===== src/rtl/ram_arbiter.sv =====
// Two-port round-robin arbiter/sequencer in front of a single-port synchronous RAM.
// Define RAM_ARB_FIXED_PRIO_EN for fixed priority (port A always wins contention).
module ram_arbiter #(
    parameter int AW = 4,
    parameter int DW = 8
) (
    input  logic          clock,
    input  logic          resetn,

    input  logic          a_req,
    input  logic          a_wr,
    input  logic [AW-1:0] a_addr,
    input  logic [DW-1:0] a_wdata,
    output logic          a_ack,

    input  logic          b_req,
    input  logic          b_wr,
    input  logic [AW-1:0] b_addr,
    input  logic [DW-1:0] b_wdata,
    output logic          b_ack,

    output logic [DW-1:0] rdata,
    output logic          busy,

    output logic [AW-1:0] ram_address,
    output logic [DW-1:0] ram_dataIn,
    output logic          ram_we,
    output logic          ram_rd,
    input  logic [DW-1:0] ram_dataOut
);

    // Handshake: a requester raises *_req with stable operands and holds it
    // until the clock edge at which *_ack is sampled high; *_ack is a one-cycle
    // pulse, and rdata is meaningful only while a read's *_ack is high.

    typedef enum logic [1:0] {
        ST_IDLE  = 2'd0,
        ST_ISSUE = 2'd1,
        ST_ACK   = 2'd2
    } state_e;

    state_e        state_q, state_d;
    logic          grant_b_q, grant_b_d;
    logic          wr_q, wr_d;
    logic [AW-1:0] addr_q, addr_d;
    logic [DW-1:0] wdata_q, wdata_d;
    logic          pick_b;

`ifdef RAM_ARB_FIXED_PRIO_EN
    assign pick_b = b_req && !a_req;
`else
    logic last_b_q, last_b_d;

    // On contention the port that was not served last wins.
    assign pick_b = b_req && (!a_req || !last_b_q);
`endif

    always_ff @(posedge clock or negedge resetn) begin
        if (!resetn) begin
            state_q   <= ST_IDLE;
            grant_b_q <= 1'b0;
            wr_q      <= 1'b0;
            addr_q    <= '0;
            wdata_q   <= '0;
        end else begin
            state_q   <= state_d;
            grant_b_q <= grant_b_d;
            wr_q      <= wr_d;
            addr_q    <= addr_d;
            wdata_q   <= wdata_d;
        end
    end

`ifndef RAM_ARB_FIXED_PRIO_EN
    always_ff @(posedge clock or negedge resetn) begin
        if (!resetn) begin
            last_b_q <= 1'b1;
        end else begin
            last_b_q <= last_b_d;
        end
    end
`endif

    always_comb begin
        state_d   = state_q;
        grant_b_d = grant_b_q;
        wr_d      = wr_q;
        addr_d    = addr_q;
        wdata_d   = wdata_q;
`ifndef RAM_ARB_FIXED_PRIO_EN
        last_b_d  = last_b_q;
`endif
        unique case (state_q)
            ST_IDLE: begin
                if (a_req || b_req) begin
                    state_d   = ST_ISSUE;
                    grant_b_d = pick_b;
                    wr_d      = pick_b ? b_wr    : a_wr;
                    addr_d    = pick_b ? b_addr  : a_addr;
                    wdata_d   = pick_b ? b_wdata : a_wdata;
                end
            end
            ST_ISSUE: begin
                state_d = ST_ACK;
            end
            ST_ACK: begin
                state_d = ST_IDLE;
`ifndef RAM_ARB_FIXED_PRIO_EN
                last_b_d = grant_b_q;
`endif
            end
            default: begin
                state_d = ST_IDLE;
            end
        endcase
    end

    // Address and data stay on the latched copy so the RAM pins only move on a grant.
    assign ram_address = addr_q;
    assign ram_dataIn  = wdata_q;
    assign ram_we      = (state_q == ST_ISSUE) &&  wr_q;
    assign ram_rd      = (state_q == ST_ISSUE) && !wr_q;

    assign busy  = (state_q != ST_IDLE);
    assign a_ack = (state_q == ST_ACK) && !grant_b_q;
    assign b_ack = (state_q == ST_ACK) &&  grant_b_q;
    assign rdata = ((state_q == ST_ACK) && !wr_q) ? ram_dataOut : '0;

    a_strobes_exclusive: assert property (@(posedge clock) disable iff (!resetn)
        !(ram_we && ram_rd));
    a_acks_exclusive: assert property (@(posedge clock) disable iff (!resetn)
        !(a_ack && b_ack));
    a_ack_single_pulse: assert property (@(posedge clock) disable iff (!resetn)
        (a_ack || b_ack) |=> !(a_ack || b_ack));

endmodule


===== config.mk =====
export PLATFORM = sky130hd
export DESIGN_NAME = ram_arbiter
export DESIGN_NICKNAME = d
export VERILOG_FILES = /design/src/rtl/ram_arbiter.sv
export SDC_FILE = /design/constraint.sdc
export NUM_CORES = 1
export LEC_CHECK = 0
export CAP_MARGIN = 20
export CORE_UTILIZATION = 34
export DETAILED_ROUTE_END_ITERATION = 8
export PLACE_DENSITY = 0.78
export SYNTH_ARGS = -nofsm -noshare
export SYNTH_HDL_FRONTEND = slang
export SYNTH_SLANG_ARGS = --single-unit

===== constraint.sdc =====
create_clock -name clock -period 1.7 [get_ports clock]
set_input_delay 0.17 -clock clock [delete_from_list [all_inputs] [get_ports clock]]
set_output_delay 0.17 -clock clock [all_outputs]
set_load 0.01 [all_outputs]

Yosys cells after proc, flatten, opt, wreduce, memory -nomap -nowiden:

Cells that the tools add are included.

* mux-type cells: 6
* reduce and logical (&&, ||, !) cells: 15
* equality and inequality tests: 3

Operators by type and width (number)
* $mux 8: 2
* $logic_and 1x1->1: 6
* $logic_not 1->1: 4
* $mux 4: 1
* $pmux 2 s2: 1
* $eq 2x1->1 const B: 1
* $eq 2x2->1 const B: 1
* $logic_not 2->1: 1
* $logic_or 1x1->1: 2
* $mux 2: 1
* $ne 2x2->1 const B: 1
* $reduce_and 2->1: 1
* $reduce_bool 2->1: 1
* $mux 1: 1

* bits of input ports: 38
* logic and storage cells: 30
* output and inout bits: 25
* flip-flop bits (word level): 17

Longest topological paths before layout:

Gate-level depths: netlist of the first run.

* depth in word-level cells: 4
* depth in mapped cells: 4
* depth with buffers taken out: 3

Worst setup path after synthesis of the first run:

OpenSTA, ideal clock, no wires.

* path type: reg2reg
* start point: reg last_b_q
* end point: reg addr_q[0] (netlist: ram_address[0])
* setup slack: 181 ps
* data required time: 1575 ps
* path buffers: 1
* cell stages (with the launch flop): 5
* data arrival time: 1395 ps
* library setup time: 125 ps
* period minus slack after synthesis: 1519 ps
* cells stage by stage: dfstp_2 -> a21bo_2 -> buf_6 -> mux2_4 -> mux2_2

* longest elaborated chain between the ends: 4

Ends and longest elaborated chain
* start: declaration: line 52 `logic last_b_q, last_b_d;`
* start signal: assignment: line 79 `last_b_q <= last_b_d;`
* $logic_not 1->1: line 55 `assign pick_b = b_req && (!a_req || !last_b_q);`
* $logic_or 1x1->1: line 55
* $logic_and 1x1->1: line 55
* $mux 4: line 99 `addr_d = pick_b ? b_addr : a_addr;`
* end signal: assignment: line 69 `addr_q <= addr_d;`
* end: declaration: line 45 `logic [AW-1:0] addr_q, addr_d;`

No other way between the ends.
A chain may end at the register's enable or synchronous reset.

Worst setup path after layout of the first run:

* start point: reg last_b_q
* end point: reg wdata_q[7] (netlist: ram_dataIn[7])

* longest elaborated chain between the ends: 4

Ends and longest elaborated chain
* $logic_not 1->1: line 55
* $logic_or 1x1->1: line 55
* $logic_and 1x1->1: line 55
* $mux 8: line 100 `wdata_d = pick_b ? b_wdata : a_wdata;`
* end signal: assignment: line 70 `wdata_q <= wdata_d;`
* end: declaration: line 46 `logic [DW-1:0] wdata_q, wdata_d;`

No other way between the ends.

==> reports/metrics.yaml, run 1 <==
hp-class: "in2async"
clkLatencyLatePin_ps: 290
yosysTopAreaCell: "dfrtp_1"
period_needed_ps: 1594
die_h_um: 53.51
antenna_found_initial: 0
ios: 63
synth-edff-count: 0
h-tree-depth: 1
ant_nets: 0
ys_warn_count: 0
drtIter0Drc: 6
die_w_um: 53.51
grt_pass1_vias: 777
syn-instance-count: 68
cp_top_family: "multiplexers"
path_cells: "a21bo_4, mux2_4, mux2_2"
hold_viol_final: 0
finalWirelength_um: 2212
cap_violations: 0
vdd_drop_max_mv: 0.8554
p_leak_nw: 0.7515
fin_crit_sh_pct: 93.78
vias: 786
fmax_ghz: 0.6272
grt_usage_pct: 16.41
grt_first_pass_wirelength_um: 3312
crit_type: "reg2reg"
p_per_area_nw_per_um2: 1376
n_antenna_cell: 0
cp-end-kind: "flip-flop"
clock_path_buffers: 2
synth_commonest_cells: "mux2_2, dfrtp_1, and2_1, mux2_4, nor2_1"
core_um2: 2500
status: "completed"
root_buffer: "clkbuf_4"
synth_area_leaders: "dfrtp_1, mux2_2, mux2_4"
initial_core_util_pct: 36.09
port_buffers: 62
maxSlewViolCount: 0
avgSynthCellArea_um2: 13.27
dr.pass1.iters: 4
avgRoutedWirePerCell_um: 13.25
gp_congestion: 0.6841
grt_max_degree: 16
path_clk_slew_ps: 110
clock_skew_ps: 19.05
fin_util_pct: 63.96
synth_top_area_share_pct: 44.38
syn-num-nets: 106
synth_area_um2: 902.1
dpl_worst_slack_ps: -171.9
worstMarginPinSlew_ps: 468.6
cp.arrival_ps: 1750
required_ps: 1860
ys_seq_area_share_pct: 47.30
cts_buffers: 3
die-area_um2: 2863
drive_above_1_share_pct: 31.39
async_reset_ff_share_pct: 100.0
via_per_inst: 4.707
rows: 18
nets: 176
area_growth_syn_to_layout_pct: 77.25
grt_overflow: 0
synth_cell_types: 15
cts_num_sinks: 17
cp-start-kind: "flip-flop"
cts-hold-fix-buffers: 0
finalSetupViolCount: 0
layout_setup_ws_ps: 105.7
critical_path_buf_inv_count: 0
rsz0062_at_grt: "false"
synth_most_common_cell: "mux2_2"
finalSetupTns_ps: 0
drc_errors: 0
cp_slowest_cell: "dfstp_2"
ys_seq_elements: 17
cts_tree: "yes"
cp_max_fo: 14
dpl.hpwl_um: 1792
cp_slowest_stage_delay_ps: 570
synthFlopType: "dfrtp_1"
relSlewSlack_pct: 68.66
[timing repair]
action / CTS / global route
endpoints found under the setup margin: 17 / 5
buffers inserted: 1 / 1
pin swaps: 0 / 0
resized for setup: 15 / 9
[flip-flops by register name (all words and copies together), names as in the netlist]
signal       count
state_q          2
grant_b_q        1
wr_q             1
ram_address      4
last_b_q         1
ram_dataIn       8
[power breakdown]
group          total, mW  internal (mW)  switching, mW
logic               1.24          0.783          0.458
clock network      0.211         0.0872          0.124
registers          0.748          0.620          0.127
total               2.20           1.49          0.710
[layout make-up]
class | instances | area [µm²]
Tap cell | 30 | 37.54
Sequential cell | 17 | 426.7
Timing Repair Buffer | 67 | 631.9
Clock buffer | 3 | 22.52
Clock inverter | 1 | 5.005
Multi-Input combinational cell | 46 | 464.2
Fill cell | 222 | 900.9
Inverter | 3 | 11.26
[logic make-up after synthesis]
family          Yosys count  synth area share [%]
mux                      26                 36.20
simple gates             16                 9.985
buf+inv                   5                 3.051
compound gates            4                 3.467
flops                    17                 47.30
[path summary, 6_finish.rpt]
check                               from              to  slack (ps)  cells past startpoint
max in group asynchronous         resetn  ram_address[3]        1010                      2
max reg2reg                     last_b_q   ram_dataIn[7]         110                      3
max                             last_b_q   ram_dataIn[7]         110                      3
min in group clock         ram_dataIn[4]   ram_dataIn[4]         520                      1
min reg2reg                ram_dataIn[4]   ram_dataIn[4]         520                      1
min                               resetn  ram_address[0]         190                      1
[routing by layer]
layer / wire [µm] / global-route usage [%] / up-vias
met5: 0 / 0 / -
met2: 1208 / 33.54 / 37
met1: 829 / 16.43 / 377
met4: 21 / 5.263 / 0
li1: - / - / 370
met3: 153 / 2.299 / 2
[worst register-to-register path, delay by kind of cell (launching register included)]
family | cells | cell delay (ps)
DFF | 1 | 570
AOI/OAI and AO/OA | 1 | 290
muxes | 2 | 610
[stage by stage]
| stage | power (mW) | cells | hold WS (ps) | cell area [µm²] |
|---|---|---|---|---|
| 5_1_grt | 2.347 | 167 | 214.5 | 1599 |
| 6_report | 2.200 | 167 | 187.8 | 1599 |
| 2_1_floorplan | 1.343 | 68 | -125.6 | 902.1 |
| 3_3_place_gp | 1.966 | 161 | 459.4 | 1567 |
| 3_5_place_dp | 2.002 | 161 | 470.7 | 1567 |
| 4_1_cts | 2.209 | 166 | 205.3 | 1604 |
[placed cells by master, fill, tap and decap left out]
cell type,instances
a21o_1,1
nor2b_1,1
clkbuf_4,3
o2bb2ai_1,1
nor2b_2,1
o21ai_1,1
mux2_2,17
nor2_1,3
a21bo_4,1
and2_1,9
clkdlybuf4s50_1,50
buf_4,5
dlygate4sd2_1,7
dlymetal6s2s_1,1
nor2_4,1
nand2b_1,1
clkinv_2,1
clkbuf_2,4
dfstp_2,1
inv_1,3
dfrtp_1,16
mux2_4,9
Note: power is estimated with default switching activity, not from simulation.
==> run 2: changes to the inputs <==
--- a/constraint.sdc
+++ b/constraint.sdc
@@ -3,2 +3,2 @@
 set_output_delay 0.17 -clock clock [all_outputs]
-set_load 0.01 [all_outputs]
+set_load 0.05 [all_outputs]
==> run 2 against run 1 <==
  * First-iteration DRC count decreased by 33%
  * Cell count decreased by 1.8%
  * Critical path type is now reg2out
  * Utilization increased by 4.9 points
  * Die area unchanged
==> reports/metrics.yaml, run 2 (synthesis results as in run 1) <==
dpl.hpwl_um: 1823  # +1.7%
area_growth_syn_to_layout_pct: 90.71
via_per_inst: 4.768  # +1.3%
die-area_um2: 2863  # unchanged
seqPwrFrac_pct: 24.4  # -9.6 points
vdd_drop_max_mv: 1.194  # +40%
h-tree-depth: 1  # unchanged
grt_usage_pct: 17.29  # +0.88 points
n_fill_cell: 194  # -13%
ant_nets: 0  # unchanged
port_buffers: 62  # unchanged
fin_util_pct: 68.82  # +4.9 points
path_cells: "clkdlybuf4s50_1"
initial_core_util_pct: 36.09  # unchanged
final_common_cell: "clkdlybuf4s50_1"
cap_violations: 0  # unchanged
placed_area_um2: 1677  # +7.0%
cp_slowest_stage_delay_ps: 820  # +250 ps
crit_type: "reg2out"
hold_viol_final: 0  # unchanged
grt_use_met3_pct: 5.172  # +2.9 points
hp-class: "in2async"
cp_top_family: "buffers and inverters"
p_leak_nw: 0.7429  # -1.1%
internal-power_mw: 1.629  # +9.3%
cts-hold-fix-buffers: 0  # unchanged
worstMarginPinSlew_ps: 521.3  # +52.63 ps
critical_path_buf_inv_count: 1  # +1
gr-usage-met1_pct: 17.62  # +1.2 points
finalWirelength_um: 2186  # -1.2%
relSlewSlack_pct: 65.14  # -3.5 points
nets: 173  # -1.7%
grt_util_met2_pct: 33.13  # -0.42 points
gp_congestion: 0.6634  # -3.0%
n_antenna_cell: 0  # unchanged
p_per_area_nw_per_um2: 1789  # +30%
avgRoutedWirePerCell_um: 13.33  # +0.63%
cp.arrival_ps: 1490  # -260 ps
grt_overflow: 0  # unchanged
period_needed_ps: 1656  # +61.55 ps
finalSetupViolCount: 0  # unchanged
grt_first_pass_wirelength_um: 3429  # +3.5%
die_w_um: 53.51  # unchanged
rsz0062_at_grt: "false"
core_um2: 2500  # unchanged
clock_skew_ps: 5.433  # -13.62 ps
post_cts_buffers: 0  # -1
grt_max_degree: 18  # +2
grt_pass1_vias: 764  # -1.7%
cts_tree: "yes"
largest_reg_flops: 8  # unchanged
fin_area_um2: 1720  # +7.6%
vias: 782  # -0.51%
die_h_um: 53.51  # unchanged
cp-end-kind: "primary output"
p_sw_mw: 1.449  # +100%
root_buffer: "clkbuf_4"
top_usage_layer: "met2"
cp_max_fo: 2  # -12
drtIter0Drc: 4  # -2
cp_slowest_cell: "clkdlybuf4s50_1"
ios: 63  # unchanged
final_cell_mix: "clkdlybuf4s50_1, mux2_2, dfrtp_1, buf_12"
fmax_ghz: 0.6039  # -3.7%
drc_errors: 0  # unchanged
required_ps: 1530  # -330 ps
cts_num_sinks: 17  # unchanged
cts_buffers: 3  # unchanged
antenna_found_initial: 0  # unchanged
cp-start-kind: "flip-flop"
combPwrFrac_pct: 68.8  # +12 points
fin_crit_sh_pct: 97.41  # +3.6 points
path_clk_slew_ps: 90  # -20 ps
clock_path_buffers: 2  # unchanged
dr.pass1.iters: 2  # -2
status: "completed"
drive_above_1_share_pct: 36.57  # +5.2 points
clkPwrFrac_pct: 6.8  # -2.8 points
clkLatencyLatePin_ps: 290  # about the same
p_sw_share_pct: 47.07  # +15 points
maxSlewViolCount: 0  # unchanged
rows: 18  # unchanged
run 2: changes by cell type in the layout (fill, tap and decap cells not counted), sizes merged:
cell           previous run  this run
buf                       5        15
dlymetal6s2s              1         0
clkdlybuf4s50            50        49
dlygate4sd2               7         0
clkbuf                    7         3
run 2: what timing repair did:
action / CTS / global route
gates resized for setup: 2 / 2
setup endpoints to repair: 12 / 8
pin swaps: 0 / 1
run 2: worst paths after layout:
path                            cells after the start             end            from  slack, ps
min in group clock                                  1      state_q[1]      state_q[1]        510
worst min register to register                      1      state_q[1]      state_q[1]        510
max in group asynchronous                           2        last_b_q          resetn       1250
worst max-delay path                                1  ram_address[0]  ram_address[0]         40
worst max register to register                      3   ram_dataIn[2]        last_b_q        130
worst min-delay path                                2   ram_dataIn[1]          resetn        190
run 2: power by group through the flow:
stage | clock [mW] | sequential, mW | combinational [mW]
floorplan | 0 | 1.25 | 0.793
global placement | 0 | 0.735 | 2.08
detailed placement | 0 | 0.743 | 2.12
CTS | 0.221 | 0.741 | 2.13
global route | 0.235 | 0.775 | 2.22
finish | 0.210 | 0.750 | 2.12
run 2: final cells by class:
cell class,instances,area (µm²),area share (%)
repair buffers,64,753.2,43.78
clock inverters,1,5.005,0.2909
well taps,30,37.54,2.182
multi-input cells,46,464.2,26.98
clock buffers,3,22.52,1.309
flip-flops and latches,17,426.7,24.80
inverters,3,11.26,0.6545
run 2: per-layer routing:
metal | up-vias | routed length [µm]
met5 | - | 0
met4 | 0 | 13
met3 | 2 | 201
met2 | 40 | 1225
met1 | 375 | 746
li1 | 365 | -
run 2: per-stage QoR:
step           setup TNS [ps]  hold slack [ps]  power [mW]  std cells  worst slack, ps
3_3_place_gp            -1180            460.8       2.819        160           -119.1
4_1_cts                     0            193.3       3.092        164            28.27
2_1_floorplan               0           -125.6       2.038         68            180.6
5_1_grt                     0            199.0       3.231        164            7.019
3_5_place_dp            -1575            470.1       2.862        160           -162.6
6_report                    0            190.0       3.078        164            44.11
